**src/rtl/cpu_dbg_pkg.sv**
```systemverilog
// Shared types and width helpers for the CPU run-control / state-dump engine.
package cpu_dbg_pkg;

    // IDLE: waiting for start | RUN: core enabled | RD_ISSUE/RD_WAIT: sync read in flight
    // OUT: word offered to consumer | DONE: dump finished, results held
    typedef enum logic [2:0] {
        S_IDLE,
        S_RUN,
        S_RD_ISSUE,
        S_RD_WAIT,
        S_OUT,
        S_DONE
    } state_t;

    localparam logic DUMP_REG = 1'b0;
    localparam logic DUMP_MEM = 1'b1;

    function automatic int clog2_min1(input int n);
        int w;
        w = 1;
        while ((1 << w) < n) w = w + 1;
        return w;
    endfunction

    function automatic int max2(input int a, input int b);
        return (a > b) ? a : b;
    endfunction

endpackage

```
**src/rtl/halt_detector.sv**
```systemverilog
// Flags a halted core: pc unchanged for HALT_STABLE consecutive enabled cycles.
module halt_detector
    import cpu_dbg_pkg::*;
#(
    parameter int XLEN        = 32,
    parameter int HALT_STABLE = 4
) (
    input  logic            i_clk,
    input  logic            i_rst,
    input  logic            i_clear,
    input  logic            i_en,
    input  logic [XLEN-1:0] i_pc,
    output logic            o_halted
);

    localparam int SW = clog2_min1(HALT_STABLE + 1);
    localparam logic [SW-1:0] SW_MAX = '1;

    logic [XLEN-1:0] r_prev_pc;
    logic            r_prev_valid;
    logic [SW-1:0]   r_stable_cnt;
    logic            w_same;

    assign w_same = r_prev_valid && (i_pc == r_prev_pc);

    // Fires in the cycle whose compare brings the equal-pc run to HALT_STABLE-1.
    assign o_halted = i_en && w_same && (r_stable_cnt == SW'(HALT_STABLE - 2));

    always_ff @(posedge i_clk or posedge i_rst) begin
        if (i_rst) begin
            r_prev_pc    <= '0;
            r_prev_valid <= 1'b0;
            r_stable_cnt <= '0;
        end else if (i_clear) begin
            r_prev_valid <= 1'b0;
            r_stable_cnt <= '0;
        end else if (i_en) begin
            r_prev_pc    <= i_pc;
            r_prev_valid <= 1'b1;
            if (w_same) begin
                if (r_stable_cnt != SW_MAX) r_stable_cnt <= r_stable_cnt + SW'(1);
            end else begin
                r_stable_cnt <= '0;
            end
        end
    end

endmodule

```
**src/rtl/cpu_run_dump_ctrl.sv**
```systemverilog
// Runs a core until halt or timeout, then streams its registers and data memory
// over a valid/ready port.
module cpu_run_dump_ctrl
    import cpu_dbg_pkg::*;
#(
    parameter int XLEN           = 32,
    parameter int NREGS          = 32,
    parameter int DMEM_DEPTH     = 1024,
    parameter int TIMEOUT_CYCLES = 1000,
    parameter int HALT_STABLE    = 4,
    parameter int CW             = clog2_min1(TIMEOUT_CYCLES + 1),
    parameter int IW             = clog2_min1(max2(NREGS, DMEM_DEPTH))
) (
    input  logic            i_clk,
    input  logic            i_rst,
    input  logic            i_start,
    input  logic [XLEN-1:0] i_pc,
    output logic            o_cpu_run,
    output logic [IW-1:0]   o_reg_rd_addr,
    input  logic [XLEN-1:0] i_reg_rd_data,
    output logic [IW-1:0]   o_mem_rd_addr,
    input  logic [XLEN-1:0] i_mem_rd_data,
    output logic            o_dump_valid,
    input  logic            i_dump_ready,
    output logic [XLEN-1:0] o_dump_data,
    output logic            o_dump_is_mem,
    output logic [IW-1:0]   o_dump_index,
    output logic            o_done,
    output logic            o_timed_out,
    output logic [CW-1:0]   o_cycle_count
);

    localparam logic            HAS_MEM  = (DMEM_DEPTH > 0);
    localparam logic [CW-1:0]   CW_MAX   = '1;
    localparam logic [IW-1:0]   LAST_REG = IW'(NREGS - 1);
    localparam logic [IW-1:0]   LAST_MEM = IW'((DMEM_DEPTH > 0) ? DMEM_DEPTH - 1 : 0);

    state_t          r_state;
    logic            r_cpu_run;
    logic [IW-1:0]   r_reg_rd_addr;
    logic [IW-1:0]   r_mem_rd_addr;
    logic            r_dump_valid;
    logic [XLEN-1:0] r_dump_data;
    logic            r_dump_is_mem;
    logic [IW-1:0]   r_dump_index;
    logic            r_done;
    logic            r_timed_out;
    logic [CW-1:0]   r_cycle_count;
    logic            r_src;
    logic [IW-1:0]   r_index;

    logic            w_run;
    logic            w_start_ok;
    logic            w_halt;
    logic            w_timeout;
    logic [IW-1:0]   w_next_index;

    assign w_run        = (r_state == S_RUN);
    assign w_start_ok   = i_start && ((r_state == S_IDLE) || (r_state == S_DONE));
    assign w_timeout    = w_run && (r_cycle_count == CW'(TIMEOUT_CYCLES - 1));
    assign w_next_index = r_index + IW'(1);

    halt_detector #(
        .XLEN        (XLEN),
        .HALT_STABLE (HALT_STABLE)
    ) u_halt_detector (
        .i_clk    (i_clk),
        .i_rst    (i_rst),
        .i_clear  (w_start_ok),
        .i_en     (w_run),
        .i_pc     (i_pc),
        .o_halted (w_halt)
    );

    always_ff @(posedge i_clk or posedge i_rst) begin
        if (i_rst) begin
            r_state       <= S_IDLE;
            r_cpu_run     <= 1'b0;
            r_reg_rd_addr <= '0;
            r_mem_rd_addr <= '0;
            r_dump_valid  <= 1'b0;
            r_dump_data   <= '0;
            r_dump_is_mem <= 1'b0;
            r_dump_index  <= '0;
            r_done        <= 1'b0;
            r_timed_out   <= 1'b0;
            r_cycle_count <= '0;
            r_src         <= DUMP_REG;
            r_index       <= '0;
        end else begin
            case (r_state)
                S_IDLE, S_DONE: begin
                    if (i_start) begin
                        r_state       <= S_RUN;
                        r_cpu_run     <= 1'b1;
                        r_done        <= 1'b0;
                        r_timed_out   <= 1'b0;
                        r_cycle_count <= '0;
                    end
                end
                S_RUN: begin
                    if (r_cycle_count != CW_MAX) r_cycle_count <= r_cycle_count + CW'(1);
                    if (w_halt || w_timeout) begin
                        r_cpu_run     <= 1'b0;
                        r_timed_out   <= !w_halt;
                        r_state       <= S_RD_ISSUE;
                        r_src         <= DUMP_REG;
                        r_index       <= '0;
                        r_reg_rd_addr <= '0;
                    end
                end
                S_RD_ISSUE: begin
                    r_state <= S_RD_WAIT;
                end
                S_RD_WAIT: begin
                    r_dump_data   <= (r_src == DUMP_MEM) ? i_mem_rd_data : i_reg_rd_data;
                    r_dump_is_mem <= r_src;
                    r_dump_index  <= r_index;
                    r_dump_valid  <= 1'b1;
                    r_state       <= S_OUT;
                end
                S_OUT: begin
                    if (i_dump_ready) begin
                        r_dump_valid <= 1'b0;
                        if ((r_src == DUMP_REG) && (r_index == LAST_REG)) begin
                            if (HAS_MEM) begin
                                r_src         <= DUMP_MEM;
                                r_index       <= '0;
                                r_mem_rd_addr <= '0;
                                r_state       <= S_RD_ISSUE;
                            end else begin
                                r_done  <= 1'b1;
                                r_state <= S_DONE;
                            end
                        end else if ((r_src == DUMP_MEM) && (r_index == LAST_MEM)) begin
                            r_done  <= 1'b1;
                            r_state <= S_DONE;
                        end else begin
                            r_index <= w_next_index;
                            if (r_src == DUMP_REG) r_reg_rd_addr <= w_next_index;
                            else                   r_mem_rd_addr <= w_next_index;
                            r_state <= S_RD_ISSUE;
                        end
                    end
                end
                default: begin
                    r_state <= S_IDLE;
                end
            endcase
        end
    end

    assign o_cpu_run     = r_cpu_run;
    assign o_reg_rd_addr = r_reg_rd_addr;
    assign o_mem_rd_addr = r_mem_rd_addr;
    assign o_dump_valid  = r_dump_valid;
    assign o_dump_data   = r_dump_data;
    assign o_dump_is_mem = r_dump_is_mem;
    assign o_dump_index  = r_dump_index;
    assign o_done        = r_done;
    assign o_timed_out   = r_timed_out;
    assign o_cycle_count = r_cycle_count;

endmodule

```
**config.mk**
```make
export PLATFORM = sky130hd
export DESIGN_NAME = cpu_run_dump_ctrl
export DESIGN_NICKNAME = d
export VERILOG_FILES = /design/src/rtl/cpu_dbg_pkg.sv /design/src/rtl/halt_detector.sv /design/src/rtl/cpu_run_dump_ctrl.sv
export SDC_FILE = /design/constraint.sdc
export NUM_CORES = 1
export LEC_CHECK = 0
export CORE_AREA = 4 4 119 121
export DETAILED_ROUTE_END_ITERATION = 12
export DIE_AREA = 0 0 123 125
export GPL_ROUTABILITY_DRIVEN = 0
export GPL_TIMING_DRIVEN = 0
export PLACE_DENSITY_LB_ADDON = 0.3
export SYNTH_ARGS = -nofsm -noshare
export SYNTH_HDL_FRONTEND = slang
export SYNTH_HIERARCHICAL = 1
export SYNTH_SLANG_ARGS = --single-unit
```
**constraint.sdc**
```tcl
create_clock -name i_clk -period 4.2 [get_ports i_clk]
set_input_delay 1.05 -clock i_clk [delete_from_list [all_inputs] [get_ports i_clk]]
set_output_delay 1.05 -clock i_clk [all_outputs]
set_load 0.1 [all_outputs]
```
Word-level counts from Yosys, hierarchy flattened
Index checks and enable logic that the tools add are counted.

storage, ports and cells
  word-level logic and storage cells = 118
  output and inout port bits = 77
  bits of input ports = 100
  register bits after elaboration = 127

operators by class
  muxes and demuxes = 44
  reduce and logical (&&, ||, !) cells = 29
  bitwise gates (word level) = 2
  add/subtract/negate cells = 3
  eq/ne operators = 24

operator list
  operator                 number
  $mux W10                 13
  $pmux W10 S2             3
  $eq A32 B32 Y1           1
  $mux W32                 1
  $mux W3                  9
  $add A10 B1 Y10 const B  2
  $eq A10 B10 Y1 const B   2
  $ne A2 B2 Y1 const B     10
  $pmux W3 S5              1
  $mux W1                  12
  $reduce_and A4 Y1        3
  $reduce_bool A2 Y1       6
  $eq A10 B5 Y1 const B    1
  $ne A10 B10 Y1 const B   1
  $pmux W1 S2              5
  $eq A3 B2 Y1 const B     3
  $reduce_and A3 Y1        3
  $logic_and A1 B1 Y1      7
  $eq A3 B3 Y1 const B     2
  $ne A3 B3 Y1 const B     2
  $reduce_and A2 Y1        3
  $reduce_and A6 Y1        1
  $reduce_and A5 Y1        1
  $add A3 B1 Y3 const B    1
  other kinds (7)          9

Longest topological paths before layout
Gate-level depths: netlist of run 1.

  depth after elaboration = 7
  gate-level depth with buffers = 11
  depth with buffers taken out = 10

Hierarchy
Netlist of run 1, hierarchy kept.

by module, submodules not included
  module             cells each  instances  area an instance (µm²)  seq. area each (µm²)
  cpu_run_dump_ctrl  403         1          4,366.7                 2,277.2
  halt_detector      144         1          1,828.0                 900.9

Least setup slack after synthesis of run 1
OpenSTA, ideal clock, no wires.

  kind = input to register
  start point = input i_pc[21]
  end point = register r_reg_rd_addr[0], in the netlist o_reg_rd_addr[0]
  path buffers = 1
  data required time = 4.075 ns
  data arrival time = 3.001 ns
  path slack = 1.074 ns
  setup time = 0.125 ns
  cell stages on the path = 11
  path through = xor2_1 > nor4_1 > and3_1 > nand3_2 > nor3_1 > or4b_4 > a31o_4 > o21ai_4 > nand3b_1 > buf_6 > mux2_4

on the way
  longest elaborated chain between the ends = 7

RTL lines
  item                                RTL line                  RTL
  start: declaration                  cpu_run_dump_ctrl.sv:17   input logic [XLEN-1:0] i_pc,
  $eq A32 B32 Y1                      halt_detector.sv:24       assign w_same = r_prev_valid && (i_pc == r_prev_pc);
  $logic_and A1 B1 Y1                 halt_detector.sv:24
  $logic_and A1 B1 Y1 (2 in a row)    halt_detector.sv:27       assign o_halted = i_en && w_same && (r_stable_cnt == SW'(HALT_STABLE - 2));
  net w_halt                          cpu_run_dump_ctrl.sv:54   logic w_halt;
  $logic_or A1 B1 Y1                  cpu_run_dump_ctrl.sv:103  if (w_halt || w_timeout) begin
  $ne A2 B2 Y1 (no source line)       n/a
  $reduce_and A6 Y1 (no source line)  n/a
  end signal: assignment              cpu_run_dump_ctrl.sv:140  if (r_src == DUMP_REG) r_reg_rd_addr <= w_next_index;
  end: declaration                    cpu_run_dump_ctrl.sv:40   logic [IW-1:0] r_reg_rd_addr;

The timed path passes the listed nets, and every way through them passes these cells.
A chain may end at the register's enable or synchronous reset.

Worst setup path after layout of run 1
  start point = input i_pc[11]
  end point = register r_index[9]

on the way
  longest elaborated chain between the ends = 7

RTL lines
  item                                RTL line                  RTL
  $eq A32 B32 Y1                      halt_detector.sv:24
  $logic_and A1 B1 Y1                 halt_detector.sv:24
  $logic_and A1 B1 Y1 (2 in a row)    halt_detector.sv:27
  net w_halt                          cpu_run_dump_ctrl.sv:54
  $logic_or A1 B1 Y1                  cpu_run_dump_ctrl.sv:103
  $ne A2 B2 Y1 (no source line)       n/a
  $reduce_and A4 Y1 (no source line)  n/a
  end signal: assignment              cpu_run_dump_ctrl.sv:139  r_index <= w_next_index;
  end: declaration                    cpu_run_dump_ctrl.sv:50   logic [IW-1:0] r_index;

The timed path passes the listed nets, and every way through them passes these cells.

==> flow_summary_export.csv, run 1 <==
group,metric,value,unit
hold_path,worstHoldPathType,"reg -> reg",
die,num_rows,42,
worst_setup_path,critPathTopFamily,"simple AND/OR/NAND/NOR gates",
synth,ys_types,51,
drt,wl_per_cell,17.0,µm
cts,clockBufferDepth,2,
power,comb_power_share,0.491,
die,dieArea,15400,µm²
cells_and_area,nets,848,
power,p_leak,3.71,nW
die,die_height,125,µm
job,maxCapViolations,0,
sta,finalCriticalPeriod,3640,ps
cts,cts_buffers,17,
synth,synth-seq-cells,127,
worst_setup_path,crit_slowest_cell,"nor3_1",
worst_setup_path,cp.required,4500,ps
cells_and_area,post-route-util,0.676,
worst_setup_path,crit_path_frequent_cell,"nor3_1",
worst_setup_path,worst_setup_path_end_kind,"register",
synth,seq_area_frac_synth,0.513,
synth,synth_ff_type,"dfrtp_1",
worst_setup_path,critical_path.max_fanout,7,
power,power_switching,3.07,mW
sta,rsz0062_at_grt,"no",
grt,grt_pass1_vias,5244,
place,port_buffers,176,
cts,clk_latency,410,ps
sta,finalCritPeriodShare,0.867,
cts,tritoncts,"yes",
synth,synth_edf_count,0,
cells_and_area,areaGrowthSynthToFinish,42.8,%
synth,syn_nets,652,
power,p_int,3.68,mW
worst_setup_path,critPathBufInv,1,
cts,cts_hold_buf,0,
cts,clock_sinks,127,
sta,fin_skew,6.56,ps
synth,netlist_area,6190,µm²
worst_setup_path,critPathLaunch,"i_pc[11]",
worst_setup_path,cp.arrival,3940,ps
drt,routed_wl,15800,µm
cts,cts_root_buffer,"clkbuf_16",
synth,synthArstFlopShare,1.00,
sta,slew_violations,0,
synth,synth_top_area_share,0.513,
cts,h-tree-depth,4,
power,p_clk_frac,0.233,
cts,clk_pin_slew,60,ps
power,p_total,6.75,mW
worst_setup_path,cp_cell_sequence,"clkdlybuf4s50_1 > xnor2_1 > nand4_1 > nor3_1 > nand3_2 > nor3_1 > or4b_4 > a31o_4 > o21ai_4 > nor2_2 > mux2_2",
drt,via_count,4882,
power,vdd_drop_max,0.000454,V
cells_and_area,finalInstanceArea,8850,µm²
worst_setup_path,critPathLaunchType,"input port",
drt,drc,0,
drt,drtIter0Drc,259,
sta,hold_viol_final,0,
drt,postRouteAntennaNets,0,
sta,max-slew-margin-rel,0.306,
grt,grt_pass1_wl,25800,µm
grt,grt_max_degree,54,
power,power.density,764,nW/µm²
sta,setup_viol,0,
die,start_util,0.473,
power,switching_share,0.455,
place,dp_hpwl,11800,µm
cells_and_area,drive_gt1_frac,0.152,
synth,postSynthAreaPerCell,11.3,µm²
die,ios,177,
worst_setup_path,reg2reg_to,"r_index[9]$_DFFE_PP0P_",
synth,synth_area_leaders,"dfrtp_1, mux2_2, mux2i_1, xnor2_1, o21ai_0",
sta,fmax,0.275,GHz
drt,drt_pre_antenna_iters,4,
power,seq_power_share,0.277,
die,die_w,123,µm
cts,ctsResizeCount,0,
worst_setup_path,rr_worst_depth,10,
cts,postCtsSetupRepairBufs,0,
grt,grt_use_total,0.213,
synth,yosysTopAreaCell,"dfrtp_1",
grt,grt_antenna_before_repair,0,
worst_setup_path,cp-endpoint,"r_index[9]$_DFFE_PP0P_",
worst_setup_path,max_stage_delay,540,ps
worst_setup_path,rr_startpoint,"u_halt_detector/r_prev_pc[11]$_DFFE_PP0P_",
drt,viasPerCell,5.24,
status,outcome,"complete, no violations",
worst_setup_path,cp_num_cells,11,
worst_setup_path,critPathKind,"in -> reg",
sta,worst_pin_slew,1040,ps
place,placed_cell_area,8210,µm²
cells_and_area,antenna_cells,0,
synth,syn-instance-count,547,
grt,grt_overflow,0,
synth,yosysWarnings,6,
die,core,13100,µm²
worst_setup_path,rrSetupSlack,1260,ps
-- routing by layer --
layer	GRT usage	wire length [µm]	vias up
li1	-	-	2318
met1	0.243	6110	2377
met2	0.383	8310	159
met3	0.0524	1070	28
met4	0.0743	325	0
met5	0	0	-
-- tightest hold or removal path, stage by stage (launching register included) --
cell and delay, ps:
dfrtp_1 340, nand2_1 40, o21ai_0 60
-- synth_stat cells, types with 8 or more instances --
| master | number |
|---|---|
| a21oi_1 | 9 |
| clkbuf_1 | 13 |
| dfrtp_1 | 127 |
| inv_1 | 12 |
| mux2_2 | 52 |
| mux2_4 | 10 |
| mux2i_1 | 38 |
| nand2_1 | 58 |
| nand3_1 | 10 |
| nand4_1 | 13 |
| nor2_1 | 28 |
| nor3_1 | 9 |
| o21ai_0 | 45 |
| xnor2_1 | 37 |
| xor2_1 | 8 |
-- sequential cells by signal (all words and copies together) (netlist names), 10 cells and up --
register                   cells
o_cycle_count                 10
o_dump_index                  10
u_halt_detector/r_prev_pc     32
o_dump_data                   32
r_index                       10
o_mem_rd_addr                 10
o_reg_rd_addr                 10
-- power by group through the flow --
stage	Sequential (mW)	Clock (mW)	Combinational (mW)
6_report	1.87	1.57	3.31
3_5_place_dp	1.89	0	3.32
2_1_floorplan	3.23	0	1.13
4_1_cts	1.87	1.60	3.34
5_1_grt	1.92	1.65	3.49
3_3_place_gp	1.86	0	3.27
-- cells by family (layout without fill, tap and decap cells) --
group	count (synthesis)	after routing	share of synthesized area
flip-flops	127	127	0.513
buffers and inverters	37	246	0.0265
multiplexers	102	102	0.184
adder cells (fa/ha/maj)	5	5	0.0101
AO/OA/AOI/OAI	74	74	0.0723
AND/OR/NAND/NOR	157	157	0.131
XOR/XNOR	45	45	0.0636
-- cell type report --
| type | instances | area, µm² |
|---|---|---|
| plain buffers | 25 | 119 |
| clock buffers | 19 | 453 |
| clock inverters | 13 | 186 |
| fillers | 986 | 4240 |
| inverters | 12 | 47.5 |
| multi-input cells | 383 | 2850 |
| flip-flops and latches | 127 | 3180 |
| well taps | 176 | 220 |
| repair buffers | 177 | 1790 |
-- per-stage QoR --
step	hold slack [ps]	worst slack [ps]	std cells	TNS, ps
after floorplan	458	786	547	0
after detailed placement	470	186	900	0
after global placement	463	-561	899	-50430
after global routing	503	385	932	0
final	480	557	932	0
after CTS	483	602	932	0
-- how the worst min path moves through the flow --
stage	start	depth (start not counted)	slack (ps)	to
after floorplan	u_halt_detector/r_prev_valid$_DFFE_PP0P_	2	460	u_halt_detector/r_prev_valid$_DFFE_PP0P_
final	o_dump_data[17]$_DFFE_PP0P_	2	480	o_dump_data[17]$_DFFE_PP0P_
after CTS	o_dump_data[9]$_DFFE_PP0P_	2	480	o_dump_data[9]$_DFFE_PP0P_
after global placement	o_dump_data[29]$_DFFE_PP0P_	2	460	o_dump_data[29]$_DFFE_PP0P_
after global routing	o_dump_data[29]$_DFFE_PP0P_	2	500	o_dump_data[29]$_DFFE_PP0P_
after detailed placement	o_dump_data[17]$_DFFE_PP0P_	2	470	o_dump_data[17]$_DFFE_PP0P_
-- placed cells by master (no fill, tap or decap), types with 8 or more instances in the layout --
cell type / synthesis / layout
o21ai_0: 45 / 45
mux2i_1: 38 / 38
nor3_1: 9 / 9
a21oi_1: 9 / 9
nand4_1: 13 / 13
mux2_4: 10 / 10
xnor2_1: 37 / 37
nand2_1: 58 / 58
clkbuf_1: 13 / 13
clkbuf_16: 0 / 17
xor2_1: 8 / 8
dfrtp_1: 127 / 127
clkdlybuf4s50_1: 0 / 176
inv_1: 12 / 10
mux2_2: 52 / 52
nor2_1: 28 / 28
nand3_1: 10 / 10
Note: power is estimated with default switching activity, not from simulation.
==> inputs of run 2 (changes only) <==
PLACE_DENSITY = 0.79   (was not set)
PLACE_DENSITY_LB_ADDON = not set   (was 0.3)
==> run 2 against run 1 <==
  * Worst setup slack worse by 39 ps
  * Combinational power is essentially flat
  * Clock power down 3%
  * Power shrank 0.67%
  * Sequential cell count is the same
  * Sequential power hardly changed
  * Hold slack lost 3.5 ps
  * Design area down 0.21%
  * Utilization shrank 0.14 points
  * First-iteration DRC count down 13%
  * Register-to-register slack got worse by 40 ps
  * Critical path type unchanged
==> flow_summary_export.csv, run 2 (same netlist as run 1, synthesis figures left out) <==
group,metric,value,unit
grt,use_met2,0.364,
power,comb_power_share,0.494,
drt,wl_per_cell,16.4,µm
power,vdd_drop_max,0.000490,V
cts,clockBufferDepth,2,
sta,fin_skew,9.08,ps
sta,hold_viol_final,0,
drt,viasPerCell,5.17,
sta,setup_slack,518,ps
die,ios,177,
worst_setup_path,critical_path.max_fanout,7,
cells_and_area,final_cell_mix,"clkdlybuf4s50_1, dfrtp_1, nand2_1, mux2_2, o21ai_0",
sta,finalCritPeriodShare,0.877,
sta,setup_viol,0,
drt,postRouteAntennaNets,0,
cells_and_area,areaGrowthSynthToFinish,42.5,%
cells_and_area,final_common_cell,"clkdlybuf4s50_1",
worst_setup_path,critPathKind,"in -> reg",
place,preCtsSetupSlack,129,ps
die,start_util,0.473,
worst_setup_path,reg2reg_to,"r_index[7]$_DFFE_PP0P_",
grt,grt_antenna_before_repair,0,
hold_path,hold_path.startpoint,"o_dump_data[4]$_DFFE_PP0P_",
cells_and_area,nets,848,
grt,grt_pass1_wl,25200,µm
sta,max-slew-margin-rel,0.319,
cts,cts_buffers,17,
drt,routed_wl,15300,µm
worst_setup_path,cp.arrival,3980,ps
grt,grt_pass1_vias,5152,
cts,cts_hold_buf,0,
grt,grt_max_degree,76,
grt,grt_most_used_layer,"met2",
grt,grt_use_total,0.208,
worst_setup_path,rr_worst_depth,10,
cells_and_area,drive_gt1_frac,0.150,
sta,finalCriticalPeriod,3680,ps
die,dieArea,15400,µm²
grt,grt_overflow,0,
worst_setup_path,rr_startpoint,"u_halt_detector/r_prev_pc[10]$_DFFE_PP0P_",
cts,cts_root_buffer,"clkbuf_16",
cts,tritoncts,"yes",
drt,drtIter0Drc,226,
cts,clk_pin_slew,50,ps
worst_setup_path,cp.required,4500,ps
worst_setup_path,critPathLaunchType,"input port",
sta,worst_pin_slew,1020,ps
hold_path,whs_endpoint,"o_dump_data[4]$_DFFE_PP0P_",
worst_setup_path,worst_setup_path_end_kind,"register",
sta,rsz0062_at_grt,"no",
place,dp_hpwl,11500,µm
power,p_total,6.71,mW
power,switching_share,0.452,
power,p_leak,3.71,nW
hold_path,whs_path_depth,2,
cells_and_area,fillers,996,
drt,drt_pre_antenna_iters,4,
hold_path,worstHoldPathType,"reg -> reg",
worst_setup_path,rrSetupSlack,1220,ps
power,seq_power_share,0.278,
job,maxCapViolations,0,
cts,ctsResizeCount,0,
die,num_rows,42,
cts,postCtsSetupRepairBufs,0,
place,port_buffers,176,
die,die_height,125,µm
cts,h-tree-depth,4,
cts,clk_latency,410,ps
drt,via_count,4817,
power,power_switching,3.04,mW
sta,slew_violations,0,
sta,setup-tns-final,0,ps
power,p_int,3.67,mW
status,outcome,"complete, no violations",
cells_and_area,final-seq-area,3180,µm²
die,die_w,123,µm
power,p_clk_frac,0.228,
die,core,13100,µm²
cells_and_area,antenna_cells,0,
grt,use_met1,0.245,
grt,grt.met3_usage,0.0537,
cts,clock_sinks,127,
drt,drc,0,
cells_and_area,multi_input_area,2850,µm²
sta,fmax,0.272,GHz
power,power.density,760,nW/µm²
-- run 2: cell types whose count changed in the layout (fill, tap and decap cells not counted), sizes merged --
cell      previous run  this run
clkbuf              32        33
clkinv               4         5
clkinvlp             4         2
inv                 13        12
-- run 2: layout make-up --
class                           instances  share of cell area
Sequential cell                       127               0.360
Clock inverter                         11              0.0186
Multi-Input combinational cell        383               0.323
Tap cell                              176              0.0249
Timing Repair Buffer                  177               0.203
Clock buffer                           20              0.0517
Buffer                                 25              0.0135
Inverter                               12             0.00539
-- run 2: critical path: stages --
cell,delay (ps)
clkdlybuf4s50_1,500
xnor2_1,150
nand4_1,120
nor3_1,600
nand3_2,190
nor3_1,250
or4b_4,180
a31o_4,110
o21ai_4,80
nor2_2,370
mux2_2,380
-- run 2: power by group through the flow --
stage	Combinational, mW	Clock [mW]	Sequential (mW)
after floorplan	1.13	0	3.23
after global placement	3.27	0	1.86
after detailed placement	3.33	0	1.89
after CTS	3.34	1.56	1.87
after global routing	3.49	1.63	1.92
final	3.31	1.53	1.87
-- run 2: how the worst max path moves through the flow --
stage          slack, ps  depth (start not counted)                            to     start
2_1_floorplan        790                          1         o_cpu_run$_DFFE_PP0P_     i_rst
4_1_cts              580                         11        r_index[7]$_DFFE_PP0P_  i_pc[10]
6_report             520                         11        r_index[7]$_DFFE_PP0P_  i_pc[10]
5_1_grt              500                         11        r_index[7]$_DFFE_PP0P_  i_pc[10]
3_3_place_gp        -640                          2  o_reg_rd_addr[0]$_DFFE_PP0P_     i_rst
3_5_place_dp         130                         11        r_index[7]$_DFFE_PP0P_  i_pc[10]
-- run 2: routing by layer --
| layer | routed length (µm) | share of wire |
|---|---|---|
| met2 | 8070 | 0.53 |
| met3 | 855 | 0.056 |
| met1 | 6110 | 0.40 |
| met4 | 235 | 0.015 |
| met5 | 0 | 0 |
-- run 2: metrics by stage --
step | utilization | hold WS, ps | std cells | instance area [µm²]
4_1_cts | 0.675 | 482 | 931 | 8830
2_1_floorplan | - | 458 | 547 | 6190
6_report | 0.675 | 476 | 931 | 8830
5_1_grt | 0.675 | 495 | 931 | 8830
3_5_place_dp | 0.627 | 469 | 900 | 8210
3_3_place_gp | 0.625 | 464 | 899 | 8180
==> inputs of run 3 (changes only) <==
SLEW_MARGIN = 20   (was not set)
==> run 3 against run 2 <==
  * Maximum frequency hardly changed
  * Count of clock-buffer cells in the layout rose by 1
  * Combinational power about the same
  * Register-to-register slack improved by 20 ps
  * Largest power group unchanged
  * Clock power fell by 9.8%
  * Cell count fell by 0.32%
  * Highest routed layer unchanged
  * Non-clock buffer count did not move
  * Critical path type unchanged
  * Worst setup slack better by 1.1 ps
  * Utilization is 0.59 points lower
  * Design area fell by 0.88%
  * Wire length fell by 0.62%
==> flow_summary_export.csv, run 3 (same netlist as run 1, synthesis figures left out) <==
group,metric,value,unit
drt,dr_wl_met2,7910,µm
cts,postCtsSetupRepairBufs,0,
worst_setup_path,critPathLaunchType,"input port",
grt,grt_pass1_wl,25400,µm
die,die_height,125,µm
cells_and_area,final_cell_mix,"clkdlybuf4s50_1, dfrtp_1, nand2_1, mux2_2, o21ai_0",
worst_setup_path,cp_cell_sequence,"clkdlybuf4s50_1 > xnor2_1 > nand4_1 > nor3_1 > nand3_2 > nor3_1 > or4b_4 > a31o_4 > o21ai_4 > nor2_2 > mux2_2",
cells_and_area,post-route-util,0.669,
drt,viasPerCell,5.22,
drt,drtIter0Drc,283,
cts,h-tree-depth,4,
worst_setup_path,cp.arrival,3970,ps
grt,grt_pass1_vias,5071,
worst_setup_path,reg2reg_to,"r_index[7]$_DFFE_PP0P_",
power,p_leak,3.67,nW
worst_setup_path,critPathBufInv,1,
cts,cts_buffers,17,
die,ios,177,
sta,rsz0062_at_grt,"no",
job,maxCapViolations,0,
sta,fin_skew,5.78,ps
power,power.density,749,nW/µm²
cells_and_area,antenna_cells,0,
cells_and_area,nets,848,
worst_setup_path,crit_path_frequent_cell,"nor3_1",
sta,finalCriticalPeriod,3680,ps
place,port_buffers,176,
cts,clk_pin_slew,50,ps
worst_setup_path,max_stage_delay,590,ps
cts,clock_sinks,127,
sta,worst_pin_slew,1030,ps
sta,max-slew-margin-rel,0.310,
worst_setup_path,crit_slowest_cell,"nor3_1",
drt,top_layer,"met4",
drt,met1Wirelength,6150,µm
worst_setup_path,rr_startpoint,"u_halt_detector/r_prev_pc[10]$_DFFE_PP0P_",
cts,tritoncts,"yes",
drt,wl_per_cell,16.3,µm
cells_and_area,drive_gt1_frac,0.145,
power,vdd_drop_max,0.000396,V
worst_setup_path,critPathTopFamily,"simple AND/OR/NAND/NOR gates",
worst_setup_path,cp.required,4490,ps
sta,slew_violations,0,
drt,via_count,4845,
grt,grt_overflow,0,
cells_and_area,final_common_cell,"clkdlybuf4s50_1",
sta,fmax,0.272,GHz
worst_setup_path,cp-endpoint,"r_index[7]$_DFFE_PP0P_",
sta,hold_viol_final,0,
drt,routed_wl,15200,µm
grt,grt_max_degree,50,
grt,grt_antenna_before_repair,0,
die,num_rows,42,
cts,cts_root_buffer,"clkbuf_16",
cts,clk_latency,410,ps
worst_setup_path,worst_setup_path_end_kind,"register",
power,p_total,6.55,mW
cts,clockBufferDepth,2,
die,core,13100,µm²
worst_setup_path,critical_path.max_fanout,7,
worst_setup_path,critPathKind,"in -> reg",
hold_path,worstHoldPathType,"reg -> reg",
worst_setup_path,rr_worst_depth,10,
die,die_w,123,µm
die,dieArea,15400,µm²
drt,drc,0,
drt,wl_met3,821,µm
worst_setup_path,cp_num_cells,11,
cells_and_area,areaGrowthSynthToFinish,41.2,%
worst_setup_path,critPathLaunch,"i_pc[10]",
status,outcome,"complete, no violations",
drt,drt_pre_antenna_iters,4,
sta,setup_viol,0,
place,dp_hpwl,11500,µm
drt,postRouteAntennaNets,0,
cts,cts_hold_buf,0,
sta,finalCritPeriodShare,0.876,
die,start_util,0.473,
cts,ctsResizeCount,0,
worst_setup_path,rrSetupSlack,1240,ps
grt,grt_use_total,0.208,
==> run 3: changes by cell type in the layout (fill, tap and decap cells not counted) <==
| cell | before | now |
|---|---|---|
| bufinv_16 | 4 | 2 |
| buf_12 | 0 | 1 |
| buf_16 | 1 | 0 |
| clkbuf_1 | 14 | 15 |
| clkinv_2 | 4 | 3 |
| clkinv_4 | 1 | 0 |
==> run 3: power breakdown <==
| part | switching, mW | leakage (nW) | internal [mW] |
|---|---|---|---|
| Clock | 0.490 | 0.267 | 0.886 |
| Combinational | 2.26 | 1.80 | 1.04 |
| Sequential | 0.253 | 1.61 | 1.61 |
| Total | 3.01 | 3.67 | 3.54 |
==> run 3: worst min-delay path, delay by kind of cell, from the launching register on <==
kind,cells,cell delay (ps)
AO/OA/AOI/OAI,1,60
AND/OR/NAND/NOR,1,40
flip-flops,1,340
==> run 3: cell type report <==
cell class,count,area [µm²]
inverter,12,47.5
clock buffer,21,460
sequential,127,3180
buffer,25,119
timing repair buffer,177,1780
multi-input combinational,383,2850
clock inverter,7,90.1
fill,1017,4340
tap,176,220
==> run 3: worst min path at each step <==
stage / startpoint / depth (start not counted) / end
detailed placement: o_dump_data[8]$_DFFE_PP0P_ / 2 / o_dump_data[8]$_DFFE_PP0P_
finish: o_dump_data[20]$_DFFE_PP0P_ / 2 / o_dump_data[20]$_DFFE_PP0P_
CTS: o_dump_data[30]$_DFFE_PP0P_ / 2 / o_dump_data[30]$_DFFE_PP0P_
global placement: o_dump_data[26]$_DFFE_PP0P_ / 2 / o_dump_data[26]$_DFFE_PP0P_
floorplan: u_halt_detector/r_prev_valid$_DFFE_PP0P_ / 2 / u_halt_detector/r_prev_valid$_DFFE_PP0P_
global route: o_dump_data[5]$_DFFE_PP0P_ / 2 / o_dump_data[5]$_DFFE_PP0P_
==> run 3: layer usage <==
metal | vias up | track usage
met5 | - | 0
li1 | 2306 | -
met1 | 2370 | 0.252
met3 | 23 | 0.0497
met2 | 146 | 0.365
met4 | 0 | 0.0651
==> run 3: through the flow <==
step / hold WS [ps] / TNS, ps / cells / area, µm² / setup WS [ps]
after floorplan: 458 / 0 / 547 / 6190 / 786
after global placement: 464 / -57700 / 899 / 8180 / -642
after detailed placement: 469 / 0 / 900 / 8200 / 142
after CTS: 481 / 0 / 928 / 8750 / 545
after global routing: 497 / 0 / 928 / 8750 / 382
final: 475 / 0 / 928 / 8750 / 519
